### config.mk
export PLATFORM = sky130hd
export DESIGN_NAME = l15_anycore_resp_queue
export DESIGN_NICKNAME = d
export VERILOG_FILES = /design/src/rtl/l15_anycore_resp_queue.sv
export SDC_FILE = /design/constraint.sdc
export NUM_CORES = 1
export LEC_CHECK = 0
export CORE_ASPECT_RATIO = 0.5
export CORE_UTILIZATION = 50
export DETAILED_ROUTE_END_ITERATION = 7
export GPL_ROUTABILITY_DRIVEN = 0
export PLACE_DENSITY_LB_ADDON = 0.12
export SYNTH_ARGS = -nofsm -noshare
export SYNTH_HDL_FRONTEND = slang
export SYNTH_SLANG_ARGS = --single-unit
### constraint.sdc
create_clock -name clk -period 17.65 [get_ports clk]
set_input_delay 5.295 -clock clk [delete_from_list [all_inputs] [get_ports clk]]
set_output_delay 5.295 -clock clk [all_outputs]
set_load 0.01 [all_outputs]
### src/rtl/l15_anycore_resp_queue.sv
// l15_anycore_resp_queue: in-order DEPTH-entry buffer between the L1.5 response port and the AnyCore response encoder.
// Latency: push in cycle N is at the head in cycle N+1; 0 cycles through an empty queue when L15_RESP_QUEUE_BYPASS_EN is defined.
// Backpressure: resp_l15_ack drops only while full (never a function of enc_resp_ack); L1.5 holds val/word until acked.
module l15_anycore_resp_queue #(
    parameter int DEPTH      = 4,
    parameter int THREADID_W = 1,
    parameter int PADDR_W    = 40,
    // Derived from the packed field list; not meant to be overridden.
    parameter int RESP_W     = 289 + THREADID_W + PADDR_W
) (
    input  logic                     clk,
    input  logic                     rst_n,
    input  logic                     l15_resp_val,
    input  logic [RESP_W-1:0]        l15_resp_word,
    output logic                     resp_l15_ack,
    output logic                     enc_resp_val,
    output logic [RESP_W-1:0]        enc_resp_word,
    input  logic                     enc_resp_ack,
    output logic [$clog2(DEPTH):0]   occupancy,
    output logic [$clog2(DEPTH):0]   max_occupancy
);

    localparam int AW = $clog2(DEPTH);
    localparam int PW = AW + 1;
    localparam logic [PW-1:0] PONE = PW'(1);

    // Payload is opaque here: the word is stored and returned bit-for-bit.
    logic [RESP_W-1:0] mem_q [DEPTH];

    // Pointers carry an extra wrap bit so full and empty are distinguishable.
    logic [PW-1:0] wr_ptr_q, wr_ptr_d;
    logic [PW-1:0] rd_ptr_q, rd_ptr_d;
    logic [PW-1:0] occ_q, occ_d;
    logic [PW-1:0] max_q, max_d;

    logic empty;
    logic full;
    logic push;
    logic pop;

    assign empty = (wr_ptr_q == rd_ptr_q);
    assign full  = (wr_ptr_q[AW-1:0] == rd_ptr_q[AW-1:0]) && (wr_ptr_q[AW] != rd_ptr_q[AW]);

    assign occupancy     = occ_q;
    assign max_occupancy = max_q;

    // Handshakes: accept whenever not full, present the head whenever not empty.
    always_comb begin
        resp_l15_ack  = rst_n & l15_resp_val & ~full;
        enc_resp_val  = ~empty;
        enc_resp_word = mem_q[rd_ptr_q[AW-1:0]];
        push          = resp_l15_ack;
        pop           = enc_resp_ack & ~empty;
`ifdef L15_RESP_QUEUE_BYPASS_EN
        // Cut-through: an empty queue forwards the incoming word directly;
        // if the encoder takes it now, it never needs to be stored.
        if (empty && l15_resp_val) begin
            enc_resp_val  = 1'b1;
            enc_resp_word = l15_resp_word;
            if (enc_resp_ack) begin
                push = 1'b0;
            end
        end
`endif
    end

    // Next-state for pointers, occupancy and the high-water mark.
    always_comb begin
        wr_ptr_d = wr_ptr_q;
        rd_ptr_d = rd_ptr_q;
        occ_d    = occ_q;
        if (push) begin
            wr_ptr_d = wr_ptr_q + PONE;
        end
        if (pop) begin
            rd_ptr_d = rd_ptr_q + PONE;
        end
        case ({push, pop})
            2'b10:   occ_d = occ_q + PONE;
            2'b01:   occ_d = occ_q - PONE;
            default: occ_d = occ_q;
        endcase
        // occ_d never exceeds DEPTH, so the peak saturates there naturally.
        max_d = (occ_d > max_q) ? occ_d : max_q;
    end

    // Control state register with synchronous active-low reset.
    always_ff @(posedge clk) begin
        if (!rst_n) begin
            wr_ptr_q <= '0;
            rd_ptr_q <= '0;
            occ_q    <= '0;
            max_q    <= '0;
        end else begin
            wr_ptr_q <= wr_ptr_d;
            rd_ptr_q <= rd_ptr_d;
            occ_q    <= occ_d;
            max_q    <= max_d;
        end
    end

    // Storage write; the array itself is never reset.
    always_ff @(posedge clk) begin
        if (push) begin
            mem_q[wr_ptr_q[AW-1:0]] <= l15_resp_word;
        end
    end

`ifndef SYNTHESIS
    localparam logic [PW-1:0] DEPTH_P = PW'(DEPTH);
    logic stall_q;

    // Remember an unaccepted valid so a withdrawn request can be flagged next cycle.
    always_ff @(posedge clk) begin
        if (!rst_n) begin
            stall_q <= 1'b0;
        end else begin
            stall_q <= l15_resp_val & ~resp_l15_ack;
        end
    end

    // Occupancy bound and L1.5 hold-valid protocol.
    always_ff @(posedge clk) begin
        if (rst_n) begin
            assert (occ_q <= DEPTH_P)
                else $error("resp queue occupancy %0d exceeds DEPTH %0d", occ_q, DEPTH);
            assert (!(stall_q && !l15_resp_val))
                else $error("l15_resp_val withdrawn before resp_l15_ack");
        end
    end
`endif

endmodule

Yosys cells after proc, flatten, opt, wreduce, memory -nomap -nowiden
Memory sizes are Yosys's and may differ from the RTL's. A register that Yosys moved wholly into a read port is not among the register bits.
Cells that the tools add are included.
{ "totals": {"output_inout_bits": 338, "mem_bits_rw": 1320, "word_cells": 26, "memories": 1, "in_bits": 334, "register_bits": 12} }
{ "mem_list": {"columns": ["name", "words", "width", "rd", "rd_ports_with_merged_regs", "wr", "line", "source"], "rows": [
  ["mem_q", 4, 330, 1, 1, 1, "28", "logic [RESP_W-1:0] mem_q [DEPTH];"]
]} }
{ "op_classes": {"n_eq_ne": 5, "n_reduce_logical": 1, "n_mux": 5, "n_lt_le_gt_ge": 1, "add_sub_neg": 4, "bitwise_logic": 5} }
{ "ops": {"columns": ["op", "n"], "rows": [
  ["adder 3 x 1 -> 3 bit (second input constant)", 3],
  ["case mux 3 bit (2 select lines)", 1],
  ["2-to-1 mux 2 bit", 2],
  ["AND 1 bit", 3],
  ["equality test 3 bit", 1],
  ["greater-than comparator 3 bit", 1],
  ["subtractor 3 x 1 -> 3 bit (second input constant)", 1],
  ["equality test 2 x 1 -> 1 bit (second input constant)", 1],
  ["equality test 2 bit", 1],
  ["equality test 2 bit (second input constant)", 1],
  ["2-to-1 mux 1 bit", 2],
  ["NOT 1 bit", 2],
  ["logical AND 1 bit", 1],
  ["inequality test 1 bit", 1]
]} }

Logic depth before layout (Yosys ltp)
{ "logic_depth": {"depth_word": 7, "depth_mapped": 15, "mapped_depth_nobuf": 15} }

Worst setup path after synthesis
No wires, ideal clock.
{ "synth_timing": {"path_type": "input port to flip-flop", "start": "input port rst_n", "end": "memory mem_q[2][0] (netlist name), enable pin", "path_buffers": 0, "setup_slack_ns": 3.819, "t_required_ns": 16.916, "t_arrival_ns": 13.096, "cell_stages": 3, "cell_sequence": "nand2_1 -> a21oi_2 -> and2_1"} }
{ "synth_via": {"elab_chain_len": 4} }
{ "synth_lines": {"columns": ["item", "line", "source"], "rows": [
  ["start: declaration", "12", "input logic rst_n,"],
  ["AND 1 bit (2 in a row)", "49", "resp_l15_ack = rst_n & l15_resp_val & ~full;"],
  ["net resp_l15_ack", "15", "output logic resp_l15_ack,"],
  ["2-to-1 mux 1 bit", "104", "if (push) begin"],
  ["2-to-1 mux 1 bit (implied by the code)", "105", "mem_q[wr_ptr_q[AW-1:0]] <= l15_resp_word;"],
  ["end: declaration", "28", null]
]} }
The timed path passes the listed nets, and every way through them passes these cells.

Worst setup path after layout
{ "layout_timing": {"start": "input port rst_n", "end": "output port resp_l15_ack"} }
{ "layout_via": {"elab_chain_len": 2} }
{ "layout_lines": {"columns": ["item", "line"], "rows": [
  ["AND 1 bit (2 in a row)", "49"],
  ["end: declaration", "15"]
]} }
Every way passes these cells.

==> impl.org <==
** Timing
- Measured against its own limit, the worst slew margin works out to 27.59%.
- Clock period minus worst slack :: 12.11 ns
- Dividing the final minimum period by the clock period gives 68.62%.
- Final count of hold timing violations :: 0
- Setup violations remaining at the end of the flow were counted as 0.
- Setup repair after global routing left no endpoint under its margin.
- Worst hold slack after final layout :: between 0.4 and 0.5 ns
- Final setup skew :: 0.01414 ns
- At the pin with the least slew margin, the transition time is 1.086 ns.
- Max-slew violation total from the final report :: 0
- Maximum achievable frequency :: slightly above 80 MHz
- After routing, the total negative slack on setup checks comes to 0 ns.

** Die
- Core region area :: 0.09549 mm²
- Die Outline Area :: 0.09788 mm²
- Number of I/O pins :: about 670
- Measured along the y axis, the die boundary spans between 200 and 250 µm.
- For this configuration, the core starts out at a cell density of about half.
- Chip width :: 441.4 µm
- After floorplanning, the core was divided into 80 placement rows.

** Place
- Detailed placement finished with a half-perimeter wire length of 63880 µm.
- During placement, the flow inserted port buffers numbering between 600 and 700.

** Logic synthesis
- After synthesis, flip-flops and latches occupy 82.68% of the total area.
- When the netlist entered floorplanning its net count stood at ~2200.
- Netlist Area Pre-Place :: 0.04828 mm²
- Counting flops and latches in the post-synthesis netlist gives 1334.
- Post-synth cell types :: 31
- For this run, the number of Yosys warnings is 0.
- A synthesized cell averages 26.72 µm².
- Post-Synthesis Cells :: between 1500 and 2000

** Worst setup path
- For the worst setup path, the data required time is 12.35 ns.
- Startpoint of the worst register-to-register path :: wr_ptr_q[1]
- Type of destination of the critical path :: primary output
- In this run the worst setup path terminates at resp_l15_ack.
- The worst setup path is launched from an input port.
- Tracing the worst setup path back leads to its startpoint at rst_n.
- Maximum net fanout on the critical path :: 6
- Worst-case reg-to-reg path depth :: 7
- Worst flop-to-flop path endpoint :: mem_q[0][38]
- Setup slack on the worst reg-to-reg path comes out at around 13 ns.
- Critical path start-end classification :: input port to primary output
- Data arrives at the worst endpoint at 6.82 ns.

** Detailed routing
- The count of nets left with antenna violations once routing finished came out at 0.
- Total wirelength of the detailed-routed design :: 103000 µm
- Routed length on met2 :: about 55000 µm
- Residual DRC count :: 0
- Per-cell routed wire length :: about 26 µm
- The detailed router used layers up to and including met5.
- For this block, the via count after detailed routing is between 20000 and 25000.
- Routed length on met3 :: 4706 µm
- The detailed router put a total of 40220 µm of wire on met1.
- First drt pass iteration count :: 5
- Via density :: approximately 5.4
- For this block, the initial DRC count from the detailed router was approximately 1200.

** CTS
- Clk buf depth :: 3
- Hold-fix buffers at CTS :: 0
- After clock tree synthesis, the setup repair step added 0 buffers.
- For this design, the sink count on the clock tree is 1334.
- Post_cts resized :: 0
- The clock tree synthesis step divided the H-tree into 3 levels.
- Clock tree from TritonCTS :: built
- Clock-pin slew on the worst setup and hold paths :: 0.07 ns
- The tree is rooted in a clkbuf_16.
- Num CTS Buffers :: about 120
- Clock insertion delay at the later pin of the skew report :: a little over 0.7 ns

** Pwr
- Worst ir drop on vdd :: approximately 100 µV
- In this run the power spent charging and discharging nets is 0.001760 W.
- Switch share :: 23.57%
- The completed layout was analyzed and its total power is 0.007468 W.
- Combinational logic is responsible for between 10% and 20% of the overall power.
- Fraction of power consumed by sequential logic :: 48.6%
- Part of the power in the clock network :: 33.4%
- Power spread over the standard cell area amounts to 124.1 mW/mm².
- Cell internal power was estimated by the tool at 0.005707 W.
- For this design the static power due to leakage is 18.67 nW.

** Run status
- Status :: complete, no violations

** Worst hold path
- Hold Crit Class :: flop to flop

** Global routing
- Pin count of the biggest net entering global routing :: 137
- The initial antenna violation count came to 11.
- The first global-routing pass estimated between 150000 and 200000 µm of wire.
- GRT Residual Overflow :: 0
- The via count of the first global-routing pass came to between 20000 and 25000.
- For this run, the total global-route usage over all layers was measured as about a fifth.

** Final layout
- The sequential cells in the finished layout cover a total of between 0.03 and 0.04 mm².
- Of the cells placed in the final design, the portion with a size suffix greater than 1 is 20.42%.
- Summing all multi-input logic gate instances after layout gives 0.007916 mm².
- Fillcell total :: 6493
- Layout area overhead :: 24.65%
- Number of nets in the final layout :: 2893

** Run
- Max-Cap Viols :: 0
==> worst min-delay path by stage <==
stage	from	depth (start not counted)	slack [ns]	endpoint
floorplan	rd_ptr_q[2]	2	0.49	rd_ptr_q[2]
global placement	max_occupancy[0]	2	0.49	max_occupancy[0]
detailed placement	max_occupancy[0]	2	0.49	max_occupancy[0]
CTS	max_occupancy[0]	2	0.50	max_occupancy[0]
global route	max_occupancy[0]	2	0.51	max_occupancy[0]
finish	max_occupancy[0]	2	0.50	max_occupancy[0]
==> sequential cells by signal, summed over array words and instances (netlist names), named ones only <==
| register | cells |
|---|---|
| rd_ptr_q | 3 |
| wr_ptr_q | 3 |
| max_occupancy | 3 |
| mem_q | 1320 |
| occupancy | 3 |
==> synth_stat cells, drive strengths merged <==
cell type,count,area [µm²]
o31ai,3,32.53
a31oi,1,6.260
dfxtp,14,280.3
nand3b,1,7.510
o311ai,1,8.760
ha,9,112.6
nand2,7,26.28
clkbuf,33,123.9
and3,1,6.260
buf,41,295.3
or3,1,6.260
fa,1,20.02
mux4,330,7432
and2,6,37.54
clkinv,1,3.750
inv,8,30.03
a21oi,4,23.77
xor2,5,58.81
xnor2,5,43.79
mux2,1,11.26
edfxtp,1320,39640
o21ai,2,10.01
nor2,9,36.29
mux2i,2,20.02
nand4,1,6.260
==> power by group through the flow <==
stage                     clock [W]  combinational (W)  sequential, W
after CTS                   0.00256            0.00138        0.00363
after global routing        0.00267            0.00143        0.00363
after detailed placement          0            0.00137        0.00370
final                       0.00250            0.00134        0.00363
after global placement            0            0.00137        0.00369
after floorplan                   0           0.000717        0.00371
==> kinds of logic after synthesis <==
group | Yosys count | synth area share, %
DFF | 1334 | 82.68
muxes | 333 | 15.46
buffers and inverters | 83 | 0.9382
and+or+nand+nor | 26 | 0.2618
AOI/OAI and AO/OA | 11 | 0.1685
xor gates and xnor gates | 10 | 0.2125
adders and majority gates | 10 | 0.2747
==> per-layer routing <==
| metal | GRT usage, % | up-vias |
|---|---|---|
| met5 | 0 | - |
| met2 | 36.82 | 431 |
| met1 | 26.83 | 11430 |
| li1 | - | 9370 |
| met3 | 4.925 | 142 |
| met4 | 6.096 | 4 |
==> placed cells by master (no fill, tap or decap), types with 4 or more instances in the layout <==
cell type and count:
clkinvlp_4 8, mux4_2 330, clkinv_2 26, ha_1 9, bufinv_16 12, clkdlybuf4s50_1 671
inv_1 8, nor2_1 8, diode_2 11, clkbuf_1 15, edfxtp_1 1320, buf_12 6
buf_4 22, clkbuf_16 116, dfxtp_1 12, and2_4 4, xnor2_1 5, nand2_1 7
clkinv_1 29, inv_6 6
==> critical path, cell delays in order <==
cell             delay (ns)
clkdlybuf4s50_1        0.56
nand2_1                0.10
a21oi_2                0.26
clkdlybuf4s50_1        0.60
==> through the flow <==
step	instances	setup slack, ns	area (µm²)	util (%)
floorplan	1807	3.819	48280	-
global placement	3703	5.551	56470	59.13
detailed placement	3703	5.532	56470	59.13
CTS	3915	5.523	60150	62.99
global route	3922	5.439	60170	63.01
finish	3926	5.538	60180	63.02
==> final cells by class <==
type                    count  area share, %
diodes                     11        0.04574
clock buffers             131          4.917
clock inverters            81          1.204
inverters                   9        0.05614
multi-input cells         390          13.15
flip-flops and latches   1334          66.35
well taps                1271          2.643
repair buffers            699          11.63
No activity file was read; power rests on OpenSTA's default activity.
